**config.mk**
```make
export PLATFORM = sky130hd
export DESIGN_NAME = amy_gpio_port
export DESIGN_NICKNAME = d
export VERILOG_FILES = /design/src/rtl/amy_gpio_port.sv
export SDC_FILE = /design/constraint.sdc
export NUM_CORES = 1
export LEC_CHECK = 0
export CORE_MARGIN = 8
export CORE_UTILIZATION = 30
export CTS_CLUSTER_SIZE = 10
export DETAILED_ROUTE_END_ITERATION = 10
export PLACE_DENSITY = 0.65
export SKIP_CTS_REPAIR_TIMING = 1
export SLEW_MARGIN = 5
export SYNTH_ARGS = -nofsm -noshare
export SYNTH_HDL_FRONTEND = slang
export SYNTH_HIERARCHICAL = 1
export SYNTH_SLANG_ARGS = --single-unit
```
**constraint.sdc**
```tcl
create_clock -name clk_in -period 1.6 [get_ports clk_in]
set_input_delay 0.32 -clock clk_in [delete_from_list [all_inputs] [get_ports clk_in]]
set_output_delay 0.32 -clock clk_in [all_outputs]
set_load 0.01 [all_outputs]
```
**src/rtl/amy_gpio_port.sv**
```systemverilog
// AMY MCU GPIO port: registered pad outputs, input synchroniser, optional debounce,
// and edge-detect interrupts with sticky status. One amy_gpio_pin instance per pin.

module amy_gpio_pin #(
   parameter int SYNC_STAGES = 2,
   parameter int DB_LIMIT    = 4
) (
   input  logic clk_in,
   input  logic rst,
   input  logic pad,
   input  logic db_en,
   input  logic int_en,
   input  logic int_rise,
   input  logic int_fall,
   input  logic int_clr,
   output logic stable,
   output logic status
);
   localparam int CW = $clog2(DB_LIMIT + 1);
   localparam logic [CW-1:0] CNT_LAST = CW'(DB_LIMIT - 1);

   logic [SYNC_STAGES-1:0] sync;
   logic [CW-1:0]          cnt;
   logic                   sync_q, prev, rise, fall, set;

   assign sync_q = sync[SYNC_STAGES-1];

   always_ff @(posedge clk_in) begin
      if (rst) sync <= '0;
      else     sync <= {sync[SYNC_STAGES-2:0], pad};
   end

   // cnt tracks consecutive cycles where sync_q disagrees with the accepted level
   always_ff @(posedge clk_in) begin
      if (rst) begin
         stable <= 1'b0;
         cnt    <= '0;
      end else if (!db_en) begin
         stable <= sync_q;
         cnt    <= '0;
      end else if (sync_q == stable) begin
         cnt <= '0;
      end else if (cnt == CNT_LAST) begin
         stable <= sync_q;
         cnt    <= '0;
      end else begin
         cnt <= cnt + CW'(1);
      end
   end

   assign rise = stable & ~prev;
   assign fall = ~stable & prev;
   assign set  = int_en & ((int_rise & rise) | (int_fall & fall));

   // A set arriving on the same edge as a clear keeps the flag
   always_ff @(posedge clk_in) begin
      if (rst) begin
         prev   <= 1'b0;
         status <= 1'b0;
      end else begin
         prev   <= stable;
         status <= set | (status & ~int_clr);
      end
   end
endmodule

module amy_gpio_port #(
   parameter int NPIN        = 8,
   parameter int SYNC_STAGES = 2,
   parameter int DB_LIMIT    = 4
) (
   input  logic            clk_in,
   input  logic            rst,
   input  logic [NPIN-1:0] gpio_out,
   input  logic [NPIN-1:0] gpio_oe,
   input  logic [NPIN-1:0] db_en,
   input  logic [NPIN-1:0] int_en,
   input  logic [NPIN-1:0] int_rise,
   input  logic [NPIN-1:0] int_fall,
   input  logic [NPIN-1:0] int_clr,
   output logic [NPIN-1:0] gpio_in,
   output logic [NPIN-1:0] int_status,
   output logic            irq,
   input  logic [NPIN-1:0] pad_i,
   output logic [NPIN-1:0] pad_o,
   output logic [NPIN-1:0] pad_oe
);
   always_ff @(posedge clk_in) begin
      if (rst) begin
         pad_o  <= '0;
         pad_oe <= '0;
      end else begin
         pad_o  <= gpio_out;
         pad_oe <= gpio_oe;
      end
   end

   for (genvar p = 0; p < NPIN; p++) begin : g_pin
      amy_gpio_pin #(
         .SYNC_STAGES (SYNC_STAGES),
         .DB_LIMIT    (DB_LIMIT)
      ) u_pin (
         .clk_in   (clk_in),
         .rst      (rst),
         .pad      (pad_i[p]),
         .db_en    (db_en[p]),
         .int_en   (int_en[p]),
         .int_rise (int_rise[p]),
         .int_fall (int_fall[p]),
         .int_clr  (int_clr[p]),
         .stable   (gpio_in[p]),
         .status   (int_status[p])
      );
   end

   assign irq = |int_status;
endmodule

```
==> After elaboration in Yosys (flattened, before gate mapping) <==
Cells that the tools add are included.
{ "word_totals": {"reg_bits": 80, "latchBits": 0, "ramBits": 0, "mem_bits_ro": 0, "input_bits": 66, "out_inout_bits": 33, "elab_cells": 219, "memories": 0} }
{ "op_classes": {"addsub": 8, "mul": 0, "n_div": 0, "order_cmp": 0, "n_eq_ne": 32, "shifts": 0, "mux": 24, "n_bitwise": 96, "n_reduce_logical": 17} }
{ "ops": {"columns": ["operator", "count"], "rows": [
  ["AND 1 bit", 48],
  ["NOT 1 bit", 32],
  ["OR reduction 4 bit", 8],
  ["adder 3 x 1 -> 3 bit (second input constant)", 8],
  ["== test 3 x 2 -> 1 bit (second input constant)", 8],
  ["two-way mux 1 bit", 24],
  ["inequality test 2 x 1 -> 1 bit (second input constant)", 8],
  ["inequality test 2 bit (second input constant)", 8],
  ["OR 1 bit", 16],
  ["AND reduction 2 bit", 8],
  ["== test 1 bit", 8],
  ["OR reduction 8 bit", 1]
]} }

==> Depth between registers and ports, before layout <==
{ "depth": {"word_depth": 6, "depth_mapped": 5} }

==> Modules after synthesis <==
Netlist, hierarchy kept.
{ "by_module_without_submodules": {"columns": ["module", "instances", "cells_per_inst", "area_per_inst_um2", "seq_area_each_um2"], "rows": [
  ["amy_gpio_pin", 8, 28, 305.3, 160.2],
  ["amy_gpio_port", 1, 36, 480.5, 320.3]
]} }

==> Least setup slack after synthesis <==
OpenSTA, ideal clock, no wires.
{ "synth_timing": {"kind": "flip-flop to flip-flop", "from": "register g_pin[0].u_pin.cnt[0]", "to": "register g_pin[0].u_pin.cnt[0]", "setup_ns": 0.063, "arrival_time_ns": 1.224, "slack_ns": 0.313, "stages_incl_launch_ff": 6, "synth_period_minus_slack_ns": 1.287, "cell_sequence": "dfxtp_1 -> ha_1 -> ha_1 -> nand2b_1 -> or3_4 -> nor2_2"} }
{ "synth_via": {"elab_chain_cells": 2, "elab_cells_between_ends": 3, "cone_classes": "add/sub: 1; eq/ne: 1; reduce/logical: 1"} }
{ "synth_lines": {"columns": ["item", "line", "source"], "rows": [
  ["start, declared", "23", "logic [CW-1:0] cnt;"],
  ["start signal, assigned", "47", "cnt <= cnt + CW'(1);"],
  ["branches (longest 2 deep; another with adder 3 x 1 -> 3 bit)", null, null]
]} }
Several ways; the timed one is not identified.
A chain may end at the register's enable or synchronous reset.

==> Worst setup path in the final report <==
{ "layout_timing": {"from": "register g_pin[4].u_pin.status", "to": "output port irq"} }
{ "layout_via": {"elab_chain_cells": 1} }
{ "layout_lines": {"columns": ["item", "line", "source"], "rows": [
  ["start, declared", "17", "output logic status"],
  ["start signal, assigned", "62", "status <= set | (status & ~int_clr);"],
  ["OR reduction 8 bit", "116", "assign irq = |int_status;"],
  ["end, declared", "83", "output logic irq,"]
]} }
Every way passes these cells.

==> flow_summary.toml <==
[run]
max_cap_viol_count = 0

[cells_and_area]
fin_cells = 511
utilization_pct = 46.07
syn2layout_area_growth_pct = 51.24
nets = 456
diodes = 0
n_fill_cell = 915
drive_gt1_share_pct = 21.96

[power_and_ir_drop]
cellPowerDensity_mw_per_mm2 = 932.0
leakagePower_uw = 0.002044
max-vdd-ir-drop_mv = 0.5040

[sta]
slew_headroom_pct = 83.82
hold_viol = 0
skew_ps = 10.54
tightestPinTransition_ps = 241.0
clock.fmax_mhz = 639.5
slew_viol_final = 0
fin_ws_ps = 36.27
setup_viol = 0
period_needed_ps = 1564
fin_crit_sh_pct = 97.73
holdWs_ps = 260.9
rsz0062_at_grt = "yes"

[yosys]
seq_area_frac_synth_pct = 54.79
synth_area_mm2 = 0.002923
avgSynthCellArea_um2 = 11.24
synth.most_common_cell = "dfxtp_1"
syn_nets = 342
synth_warnings = 6
synth_area_leaders = "dfxtp_1, ha_1, nor2b_1"
synth_seq_cells = 80
synth-edff-count = 0
yosys.cell_types.count = 19
netlist_top_cells_count = "dfxtp_1, nor2b_1, nor2_2"
async_flop_share_pct = 0
synth_top_area_share_pct = 54.79
synthFlopType = "dfxtp_1"
syn_inst = 260
netlist.top_cell.by_area = "dfxtp_1"

[die]
die-area_mm2 = 0.01316
num_io_pins = 99
rows = 36
start_util_pct = 30.46
core_area_mm2 = 0.009594
fp.dieW_um = 114.7
fp.dieH_um = 114.7

[setup_path]
critPathMaxStageDelay_ps = 340
cp_max_fo = 2
end_kind = "output port"
worst-setup-path-type = "flop to output port"
path_cells = "nor4_4, nand2_1, dlymetal6s2s_1"
start_kind = "flop"
cp.required_ps = 1280
slowest_stage = "dfxtp_2"
critPathArrivalTime_ps = 1240

[clocking]
cts_root_buf = "clkbuf_8"
cts_sinks = 80
clk_latency_ps = 340
cts_buffers = 9
clk_path_buf_depth = 2
htreeDepth = 3
cts_tree = "done"
clk_pin_slew_ps = 80

[status]
run_status = "complete, no violations"

[detailed_routing]
antenna_left = 0
drc = 0
wl_um = 6382
avgRoutedWirePerCell_um = 12.49
drt-initial-drc-count = 63
vias = 2023
first_pass_iters = 4
routed_via_density = 3.959

[place]
gp_congestion = 0.7354
numPortBuffers = 98
dp.cells = 496
post-dp-hpwl_um = 4933
pre_cts_slack_ps = -74.92

[global_route]
grt_overflow = 0
grt_pass1_wl_um = 10160
antenna_found_initial = 0
grtUsageTotal_pct = 10.05
grt_max_degree = 26
grt_pass1_vias = 2096

[worst_hold_path]
hold_path_class = "input port to flop"
-- worst max-delay path, delay by kind of cell (launching register included) --
family        cells  cell delay, ps
simple gates      2             380
flops             1             340
buf+inv           1             180
-- layout make-up --
| class | count | area (µm²) | share of cell area (%) |
|---|---|---|---|
| Inverter | 16 | 60.06 | 1.359 |
| Clock inverter | 4 | 76.32 | 1.727 |
| Tap cell | 133 | 166.4 | 3.765 |
| Sequential cell | 80 | 1610 | 36.43 |
| Multi-Input combinational cell | 163 | 1265 | 28.62 |
| Clock buffer | 11 | 151.4 | 3.425 |
| Timing Repair Buffer | 104 | 1091 | 24.68 |
-- registers in the layout (all words and copies together) (netlist names) --
name / flops
pad_o: 8
g_pin.u_pin/prev: 8
g_pin.u_pin/cnt: 24
pad_oe: 8
g_pin.u_pin/status: 8
g_pin.u_pin/stable: 8
g_pin.u_pin/sync: 16
-- report_power, final --
| group | internal [µW] | leakage (µW) | total [µW] | switching [µW] |
|---|---|---|---|---|
| Combinational | 259 | 0.00128 | 370 | 111 |
| Sequential | 2050 | 0.000657 | 2070 | 26.3 |
| Clock | 962 | 0.000112 | 1680 | 716 |
| Total | 3270 | 0.00204 | 4120 | 854 |
-- routing by layer --
layer,vias to the layer above,GRT usage [%],wire [µm]
met3,10,8.492,994
met2,92,14.03,2520
met4,0,3.940,107
met1,857,10.80,2760
met5,-,0,0
li1,1064,-,-
-- cell families after synthesis --
| group | Yosys count | synth area share, % |
|---|---|---|
| multiplexers | 8 | 2.740 |
| flip-flops | 80 | 54.79 |
| adder cells (fa/ha/maj) | 16 | 6.849 |
| AO/OA/AOI/OAI | 16 | 2.740 |
| XOR/XNOR | 8 | 2.397 |
| buffers and inverters | 17 | 2.440 |
| AND/OR/NAND/NOR | 115 | 28.04 |
-- final timing paths --
path                                             from                      to  slack, ps  cells after the start
worst max-delay path            g_pin[4].u_pin/status                     irq         40                      3
worst min-delay path                              rst  g_pin[4].u_pin/sync[1]        260                      2
worst min register to register  g_pin[6].u_pin/cnt[0]   g_pin[6].u_pin/cnt[0]        430                      1
worst max register to register  g_pin[4].u_pin/cnt[0]   g_pin[4].u_pin/cnt[2]        220                      5
-- per-stage QoR --
stage / instance area, µm² / total power, µW / TNS [ps]
4_1_cts: 4352 / 4197 / -1627
5_1_grt: 4420 / 4315 / -136.1
3_5_place_dp: 4124 / 2495 / -74.92
3_3_place_gp: 4124 / 2489 / -44.45
6_report: 4420 / 4120 / 0
2_1_floorplan: 2923 / 2228 / 0
-- cell usage in the layout (no fill, tap or decap), drive strengths merged --
cell type       n
clkdlybuf4s50  79
dfxtp          80
nor2           32
clkbuf         11
and3b          16
ha             16
buf             7
dlymetal6s2s   18
mux2i           8
and2b           6
bufinv          2
o21ai           8
inv            17
a21oi           8
nand2b         16
nor4            2
nand2           1
or3             8
xnor2           8
clkinvlp        1
nor2b          34
Power figures use the tool's default switching activity.
